<file path="src/rtl/mem_port_arbiter.sv">
// mem_port_arbiter: round-robin sharing of one fixed-latency memory between fetch (I) and data (D) ports.
module mem_port_arbiter #(
  parameter int ADDR_W  = 32,
  parameter int DATA_W  = 64,
  parameter int MEM_LAT = 2
) (
  input  logic              clk,
  input  logic              rst,
  input  logic              i_req,
  input  logic [ADDR_W-1:0] i_addr,
  output logic              i_done,
  output logic [DATA_W-1:0] i_rdata,
  input  logic              d_req,
  input  logic              d_we,
  input  logic [ADDR_W-1:0] d_addr,
  input  logic [DATA_W-1:0] d_wdata,
  output logic              d_done,
  output logic [DATA_W-1:0] d_rdata,
  output logic              mem_en,
  output logic              mem_we,
  output logic [ADDR_W-1:0] mem_addr,
  output logic [DATA_W-1:0] mem_wdata,
  input  logic [DATA_W-1:0] mem_rdata,
  output logic              busy
);
  localparam int CW = $clog2(MEM_LAT + 1);
  typedef enum logic [1:0] {IDLE, ACCESS, RESP} state_t;
  state_t        r_state;
  logic [CW-1:0] r_cnt;
  logic          r_last_d;
  logic          r_win_d;
  logic          w_gnt_i;
  logic          w_gnt_d;
  // On a tie the port that did not win the last contested grant goes first.
  assign w_gnt_i = i_req & (~d_req | r_last_d);
  assign w_gnt_d = d_req & ~w_gnt_i;
  always_ff @(posedge clk or posedge rst) begin
    if (rst) begin
      r_state   <= IDLE;
      r_cnt     <= '0;
      r_last_d  <= 1'b1;
      r_win_d   <= 1'b0;
      i_done    <= 1'b0;
      i_rdata   <= '0;
      d_done    <= 1'b0;
      d_rdata   <= '0;
      mem_en    <= 1'b0;
      mem_we    <= 1'b0;
      mem_addr  <= '0;
      mem_wdata <= '0;
      busy      <= 1'b0;
    end else begin
      case (r_state)
        IDLE: if (w_gnt_i || w_gnt_d) begin
          r_state   <= ACCESS;
          r_cnt     <= CW'(1);
          mem_en    <= 1'b1;
          busy      <= 1'b1;
          mem_we    <= w_gnt_d & d_we;
          mem_addr  <= w_gnt_d ? d_addr : i_addr;
          mem_wdata <= w_gnt_d ? d_wdata : '0;
          r_win_d   <= w_gnt_d;
          if (i_req && d_req) r_last_d <= w_gnt_d;
        end
        ACCESS: begin
          mem_en <= 1'b0;
          r_cnt  <= r_cnt + 1'b1;
          if (r_cnt == CW'(MEM_LAT)) begin
            r_state <= RESP;
            if (r_win_d) begin
              d_done <= 1'b1;
              if (!mem_we) d_rdata <= mem_rdata;
            end else begin
              i_done  <= 1'b1;
              i_rdata <= mem_rdata;
            end
          end
        end
        RESP: begin
          r_state <= IDLE;
          r_cnt   <= '0;
          i_done  <= 1'b0;
          d_done  <= 1'b0;
          mem_we  <= 1'b0;
          busy    <= 1'b0;
        end
        default: r_state <= IDLE;
      endcase
    end
  end
endmodule

</file>
<file path="config.mk">
export PLATFORM = sky130hd
export DESIGN_NAME = mem_port_arbiter
export DESIGN_NICKNAME = d
export VERILOG_FILES = /design/src/rtl/mem_port_arbiter.sv
export SDC_FILE = /design/constraint.sdc
export NUM_CORES = 1
export LEC_CHECK = 0
export BUFFER_PORTS_ARGS = -buffer_cell sky130_fd_sc_hd__buf_2
export CAP_MARGIN = 15
export CORE_AREA = 8 8 158 160
export CTS_BUF_LIST = sky130_fd_sc_hd__clkbuf_4
export CTS_CLUSTER_SIZE = 10
export DETAILED_ROUTE_END_ITERATION = 6
export DIE_AREA = 0 0 166 168
export GPL_TIMING_DRIVEN = 1
export PLACE_DENSITY = 0.7
export SLEW_MARGIN = 20
export SYNTH_ARGS = -nofsm -noshare
export SYNTH_HDL_FRONTEND = slang
export SYNTH_SLANG_ARGS = --single-unit
</file>
<file path="constraint.sdc">
create_clock -name clk -period 18.27 [get_ports clk]
set_clock_uncertainty 0.05 [all_clocks]
set_input_delay 3.654 -clock clk [delete_from_list [all_inputs] [get_ports clk]]
set_output_delay 3.654 -clock clk [all_outputs]
set_load 0.01 [all_outputs]
</file>
==> impl_summary.md, run 1 <==
Yosys
The synthesis-stage register bit count is 235. After synthesis the cells add up to 9370 um^2. For this run, the number of Yosys warnings is 0.

The number of enable flip-flop cells after synthesis is 0. By area, the combinational part of the netlist is dominated by multiplexers. For this run, the leading register cell type out of synthesis is sky130_fd_sc_hd__dfrtp_1. The synthesized instance count is 653. The mux share of post-synthesis cell area is 0.179.

The simple-gate share of the synthesized area is 0.0379. The share of the synthesized area in compound gates (AO/OA/AOI/OAI) is 0.109. Of the total synthesized cell area, the portion taken by full adders, half adders and majority gates is 0.00534. Each instance of the synthesized netlist takes up on average 14.3 um^2. The synthesized-area fraction occupied by xor and xnor cells is 0.000935.

Yosys mapped the design onto 34 distinct sky130hd cell types. The async set-or-reset flop fraction in the synthesized netlist is 1.00. Of the synthesized area, sequential elements account for 0.628. The synthesized net count is 854.

Timing
Of the available clock period, the critical path in the final layout requires 0.268. Timing would allow up to 204 MHz. After routing, the total negative slack on setup checks comes to 0 ps. The final number of max-transition violations came to 0.

The number of failing hold endpoints at the final stage was 0. Setup repair after global routing left no endpoint under its margin. Setup violations remaining at the end of the flow were counted as 0.

The minimum clock period after layout is 4890 ps. At the pin with the least slew margin, the transition time is 1110 ps. The relative slew slack is 0.263. The final critical-path setup slack is 13380 ps.

CTS
The number of buffers added by the clock tree synthesis step is 66. After clock tree synthesis, the clock-pin slew on the worst setup and hold paths is 60 ps. The longest clock path from root to sink contains 3 buffers. Post-CTS repair changed the size of 0 cells.

The TritonCTS clock tree is yes. Buffers inserted to repair hold after CTS numbered 0. At the later pin of the worst-skew pair, clock insertion delay measures 600 ps.

The master cell of the clock root buffer is sky130_fd_sc_hd__clkbuf_4. The number of buffers added for setup after CTS is 0. CTS saw 235 sinks. CTS built an H-tree with a depth of 3.

Detailed routing
In the final routed layout, each cell accounts on average for 19.8 um. The routed layout has 7108 vias. In the detailed route, the total length drawn on met2 is 13900 um. Before antenna repair, the detailed router went through 4 iterations. The number of DRC markers after the initial detailed-route iteration is 344.

The count of nets left with antenna violations after detail routing is 0. The highest layer used for signal routing is met5. In the final routing, the length of wire on met1 measures 11200 um. Wire segments on met3 add up to 2730 um in the final route. The sum of routed wire length over all layers is 28400 um. After detailed routing, the number of vias per cell comes to 4.95. The DRC violations left is 0.

Critical path
The family with the most delay on the worst path is flip-flops. The slowest library cell on the worst path is sky130_fd_sc_hd__dfrtp_1. STA classifies the critical path startpoint as a flip-flop.

The worst endpoint required time is 14570 ps. On the worst path, the slowest cell contributes a delay of 420 ps. Walking the worst path, the cells encountered are buf_2. Together, buffers and inverters on the worst path number 1. The start-to-end type of the worst setup path is flip-flop to output pin. The nature of the critical path endpoint is an output pin. The critical path data arrival time is 1190 ps. The worst-path maximum fanout is 4.

Place
The count of port buffers added during placement is 425. The worst setup slack before clock tree synthesis is 12790 ps. The HPWL after detailed placement is 21000 um. The final estimated routing congestion in global placement is 0.812.

The placed instance area is 11600 um^2.

Pwr
Of the total power, the share spent switching nets is 0.358. The static leakage is 6.58 nW. The internal power of the cells totals 0.00151 W. The power density of the placed cells is 189 nW/um^2. The share of total power in sequential cells is 0.395. The proportion of power drawn by combinational gates is 0.400. Across the VDD grid, the largest voltage drop is 0.108 mV. The proportion of power drawn by the clock network is 0.205. In this run the power spent charging and discharging nets is 0.000841 W.

Finish
The library cells used most frequently in the layout, excluding fill and tap cells, are sky130_fd_sc_hd__buf_2, sky130_fd_sc_hd__dfrtp_1, sky130_fd_sc_hd__clkbuf_4, sky130_fd_sc_hd__mux2_2, sky130_fd_sc_hd__a21oi_1. In the final layout, the share of cells above drive strength 1 is 0.583. The number of nets at the end of the flow is 1311. The relative area change from synthesis to final layout is 32.6%. Leaving out fill and tap cells, the most frequent cell in the layout is sky130_fd_sc_hd__buf_2. The finished cells cover 12400 um^2. At the end of the flow the core is filled with cells to 0.556.

Floorplan
The vertical die dimension is 168 um. The initial core utilization is 0.419. The cell row count is 55. The die footprint is 27900 um^2.

426 I/O pins were placed. In this run the horizontal extent of the chip is 166 um. The area of the placeable core is 22400 um^2.

Global routing
For this run, the total global-route usage over all layers was measured as 0.201. The remaining global-route overflow is 0. The wire length of the first global-routing pass is 44700 um. The number of global-route vias before repair is 7859. The largest net degree at the start of global routing is 113. The initial antenna violation count came to 5.

Outcome
The flow ran to the end, and the final reports show no timing, DRC or antenna violations.

Worst hold path
The min-delay analysis places its worst path in the category flip-flop to flip-flop.

Flow run
The number of max-capacitance violations reported is 0.
[path summary, 6_finish.rpt]
check,startpoint,endpoint,slack [ps],cells past startpoint
worst max-delay path,mem_we,mem_we,13380,1
worst min register to register,i_rdata[21],i_rdata[21],450,1
max in group asynchronous,rst,mem_addr[22],13550,3
worst max register to register,r_state[1],d_rdata[63],15480,5
min in group asynchronous,rst,i_rdata[4],3130,2
worst min-delay path,i_rdata[21],i_rdata[21],450,1
[cell usage after synthesis, drive strengths merged (2+ instances only)]
cell | n | area share
a21oi | 67 | 0.036
nand2 | 39 | 0.016
mux2 | 128 | 0.18
buf | 39 | 0.036
o21ai | 7 | 0.0049
nor2 | 37 | 0.015
nor2b | 3 | 0.0020
ha | 4 | 0.0053
o21a | 2 | 0.0016
inv | 6 | 0.0024
clkbuf | 6 | 0.0024
dfrtp | 234 | 0.62
a22o | 64 | 0.060
[kinds of logic after synthesis]
family	count (synthesis)
flip-flops	235
multiplexers	129
buffers and inverters	51
adder cells (fa/ha/maj)	4
XOR/XNOR	1
AO/OA/AOI/OAI	147
AND/OR/NAND/NOR	86
[cell type report]
class / instances / area (um^2)
fill: 1929 / 9940
sequential: 235 / 5880
multi-input combinational: 367 / 3110
timing repair buffer: 434 / 2210
clock buffer: 94 / 706
tap: 285 / 357
clock inverter: 14 / 121
inverter: 6 / 30.0
antenna: 1 / 2.50
[stage by stage]
stage	hold WS (ps)	total power [W]	instances
after floorplan	431	0.00147	653
after detailed placement	436	0.00189	1327
after global placement	432	0.00186	1326
after global routing	456	0.00251	1436
final	448	0.00235	1436
after CTS	451	0.00239	1435
[worst reg2reg max path: stages, from the launching register on]
cell                       delay (ps)
sky130_fd_sc_hd__dfrtp_1          340
sky130_fd_sc_hd__inv_1             80
sky130_fd_sc_hd__ha_1             300
sky130_fd_sc_hd__nand4b_1         500
sky130_fd_sc_hd__buf_4            930
sky130_fd_sc_hd__mux2_2           480
[state kept, by name, indices dropped and copies added (netlist names), 2 cells and up]
register,count
r_state,2
mem_addr,32
r_cnt,2
d_rdata,64
i_rdata,64
mem_wdata,64
[power groups by stage]
stage / Sequential (W) / Clock [W] / Combinational, W
2_1_floorplan: 0.00105 / 0 / 0.000422
3_3_place_gp: 0.000925 / 0 / 0.000930
3_5_place_dp: 0.000930 / 0 / 0.000960
4_1_cts: 0.000927 / 0.000503 / 0.000959
5_1_grt: 0.000963 / 0.000529 / 0.00102
6_report: 0.000928 / 0.000481 / 0.000940
[per-layer routing]
layer	track usage	vias to the layer above
met5	0	-
met4	0.0767	8
met3	0.0835	44
met2	0.336	357
met1	0.227	3440
li1	-	3259
Note: power is estimated with default switching activity, not from simulation.
==> run 2, diff against run 1 <==
- clock period: 18.27 -> 4.8 ns (I/O delays scaled with it)
==> run 2 against run 1 <==
  * Total power increased to 3.7 times the previous value
  * Critical path depth up 4
  * Sequential power grew to 3.8 times the previous value
==> impl_summary.md, run 2 (same netlist as run 1, synthesis figures left out) <==
CTS
The TritonCTS clock tree is yes. The master cell of the clock root buffer is sky130_fd_sc_hd__clkbuf_4. The count of H-tree levels built during CTS came to 2 (-1). The number of gates given a new drive strength after cts is 0 (unchanged). The clock transition time at the flip-flop clock pins of the worst setup and hold paths is 60 ps (about the same).

The number of buffers added for setup after CTS is 0 (unchanged). The hold buffer count at CTS is 0 (unchanged). The worst-case clock buffer depth is 3 (unchanged). The clock latency reported for the late side of the worst-skew pair came to 660 ps (+60 ps). The number of sinks handled by clock tree synthesis came to 235 (unchanged). The number of buffers added by the clock tree synthesis step is 61 (-7.6%).

Timing
The number of failing hold endpoints at the final stage is 0 (unchanged). The setup-violating endpoint count in the final report came to 0 (unchanged). The slew at the pin closest to its max-slew limit was 914 ps (-192 ps).

The relative slew slack came to 0.391 (+0.128). The final critical-path setup slack came to 2490 ps (-10890 ps). The final number of max-transition violations is 0 (unchanged). The minimum clock period after layout is 2310 ps. The final setup TNS is 0 ps (unchanged).

The final hold slack is 345 ps (-103 ps). Setup repair after global routing left no endpoint under its margin. The ratio of final minimum period to clock period is 0.481. The maximum frequency from static timing analysis is 433 MHz.

Detailed routing
The count of nets left with antenna violations after detail routing is 0 (unchanged). The DRC violations left is 0 (unchanged). The number of DRC markers after the initial detailed-route iteration is 395 (+15%).

The detailed-route via count was 7076 (-0.45%). The sum of routed wire length over all layers is 28000 um (-1.4%). The number of iterations in the first detailed-routing pass is 4 (unchanged).

The per-cell via count in the routed design was 4.92 (-0.66%). The average wire per cell in the routed design is 19.5 um (-1.6%).

Floorplan
The initial core utilization is 0.419 (unchanged). The vertical die dimension is 168 um (unchanged). The area of the placeable core was 22400 um^2 (unchanged). The number of top-level pins came to 426 (unchanged). The cell row count is 55 (unchanged). The width of the die is 166 um (unchanged). The die footprint is 27900 um^2 (unchanged).

Critical path
STA classifies the critical path endpoint as a flip-flop. The kind of start point of the critical path is a flip-flop. The worst endpoint required time is 5340 ps (-9230 ps). The delay of the slowest cell on the worst path was 580 ps (+160 ps). The critical path data arrival time came to 2850 ps (+1660 ps).

The critical path goes through inv_1 > ha_1 > and3_2 > buf_4 > a22o_1. The combined buffer and inverter count along the critical path is 2 (+1). The worst-path maximum fanout is 42 (+38).

The setup path with the least slack is of type flip-flop to flip-flop. On the critical path the largest part of the delay comes from buffers and inverters. On the critical path, the stage with the largest delay is an instance of sky130_fd_sc_hd__and3_2.

Pwr
The share of total power in sequential cells came to 0.404 (+0.009). The proportion of power drawn by the clock network was 0.189 (-0.016). The power density of the placed cells is 706 nW/um^2 (+270%). The total internal power is 0.00557 W (+270%). The proportion of total power due to net switching came to 0.361 (+0.00319).

The switching power total was 0.00315 W (+270%). The proportion of power drawn by combinational gates is 0.407 (+0.007). The maximum ir drop on the vdd rail is 0.323 mV (+200%). The static leakage is 6.54 nW (-0.62%).

Flow run
The number of max-capacitance violations reported is 0 (unchanged).

Worst hold path
The path class of the tightest hold or removal check is input port to async pin.

Finish
Relative to the synthesized area, the layout overhead comes to 31.9%. In the final layout, the registers with the most flip-flops are d_rdata (64), i_rdata (64), mem_wdata (64). The ratio of cells with drive above 1 in the final layout came to 0.577 (-0.00659).

The number of nets at the end of the flow is 1306 (-0.38%). The final standard cell count with taps included and fillers excluded was 1439 (+0.21%). The leading cell type in the layout, fill and taps excluded is sky130_fd_sc_hd__buf_2.

In the layout the commonest cells are sky130_fd_sc_hd__buf_2, sky130_fd_sc_hd__dfrtp_1, sky130_fd_sc_hd__clkbuf_4, sky130_fd_sc_hd__mux2_2, sky130_fd_sc_hd__a21oi_1.

Global routing
The number of global-route vias before repair was 7594 (-3.4%). The remaining global-route overflow came to 0 (unchanged). The initial antenna violation count is 4 (-1). The largest net degree at the start of global routing is 138 (+22%). The wire length of the first global-routing pass is 43400 um (-2.7%). The global-route total usage across every layer is 0.195 (-0.00608).

Place
The count of port buffers added during placement is 425 (unchanged). The sum of net half-perimeters after detailed placement came to 20700 um (-1.3%). The instance count after placement with tap cells included is 1327 (unchanged). The worst setup slack before clock tree synthesis is 2050 ps (-10740 ps). The final estimated routing congestion in global placement is 0.792 (-2.5%).

Outcome
The flow ran to the end, and the final reports show no timing, DRC or antenna violations.
## run 2: cell count changes in the layout (fill, tap and decap cells not counted), sizes merged
cell      before  now
clkinvlp       1    2
clkbuf        94   91
clkinv        10   15
bufinv         2    0
diode          1    3
## run 2: cell type report
class                   count  area (um^2)
fillers                  1933        10000
inverters                   6         26.3
well taps                 285          357
diodes                      3         7.51
clock inverters            18         72.6
clock buffers              91          683
flip-flops and latches    235         5880
multi-input cells         367         3110
repair buffers            434         2220
## run 2: path summary, 6_finish.rpt
kind	from	end	slack, ps	depth (start not counted)
worst max-delay path	r_state[1]	mem_wdata[22]	2490	5
worst min-delay path	rst	i_rdata[57]	350	2
worst max register to register	r_state[1]	mem_wdata[22]	2490	5
worst min register to register	mem_wdata[16]	mem_wdata[16]	450	1
max in group asynchronous	rst	d_rdata[30]	3130	3
min in group clk	mem_wdata[16]	mem_wdata[16]	450	1
## run 2: through the flow
stage                util  total power [W]  cell area [um^2]
finish              0.553          0.00872             12400
global route        0.553          0.00930             12400
CTS                 0.552          0.00886             12400
detailed placement  0.518          0.00716             11600
global placement    0.518          0.00706             11600
floorplan               -          0.00560              9370
## run 2: per-layer routing
| layer | GRT usage | part of all wire | wire length (um) |
|---|---|---|---|
| met5 | 0 | 0.00071 | 20 |
| met4 | 0.0830 | 0.029 | 812 |
| met3 | 0.0804 | 0.096 | 2690 |
| met2 | 0.321 | 0.48 | 13500 |
| met1 | 0.221 | 0.39 | 11000 |
## run 2: power groups by stage
stage,clock [W],sequential [W],combinational (W)
after floorplan,0,0.00400,0.00161
after CTS,0.00171,0.00353,0.00362
final,0.00165,0.00353,0.00355
after global placement,0,0.00352,0.00354
after detailed placement,0,0.00354,0.00362
after global routing,0.00182,0.00365,0.00382
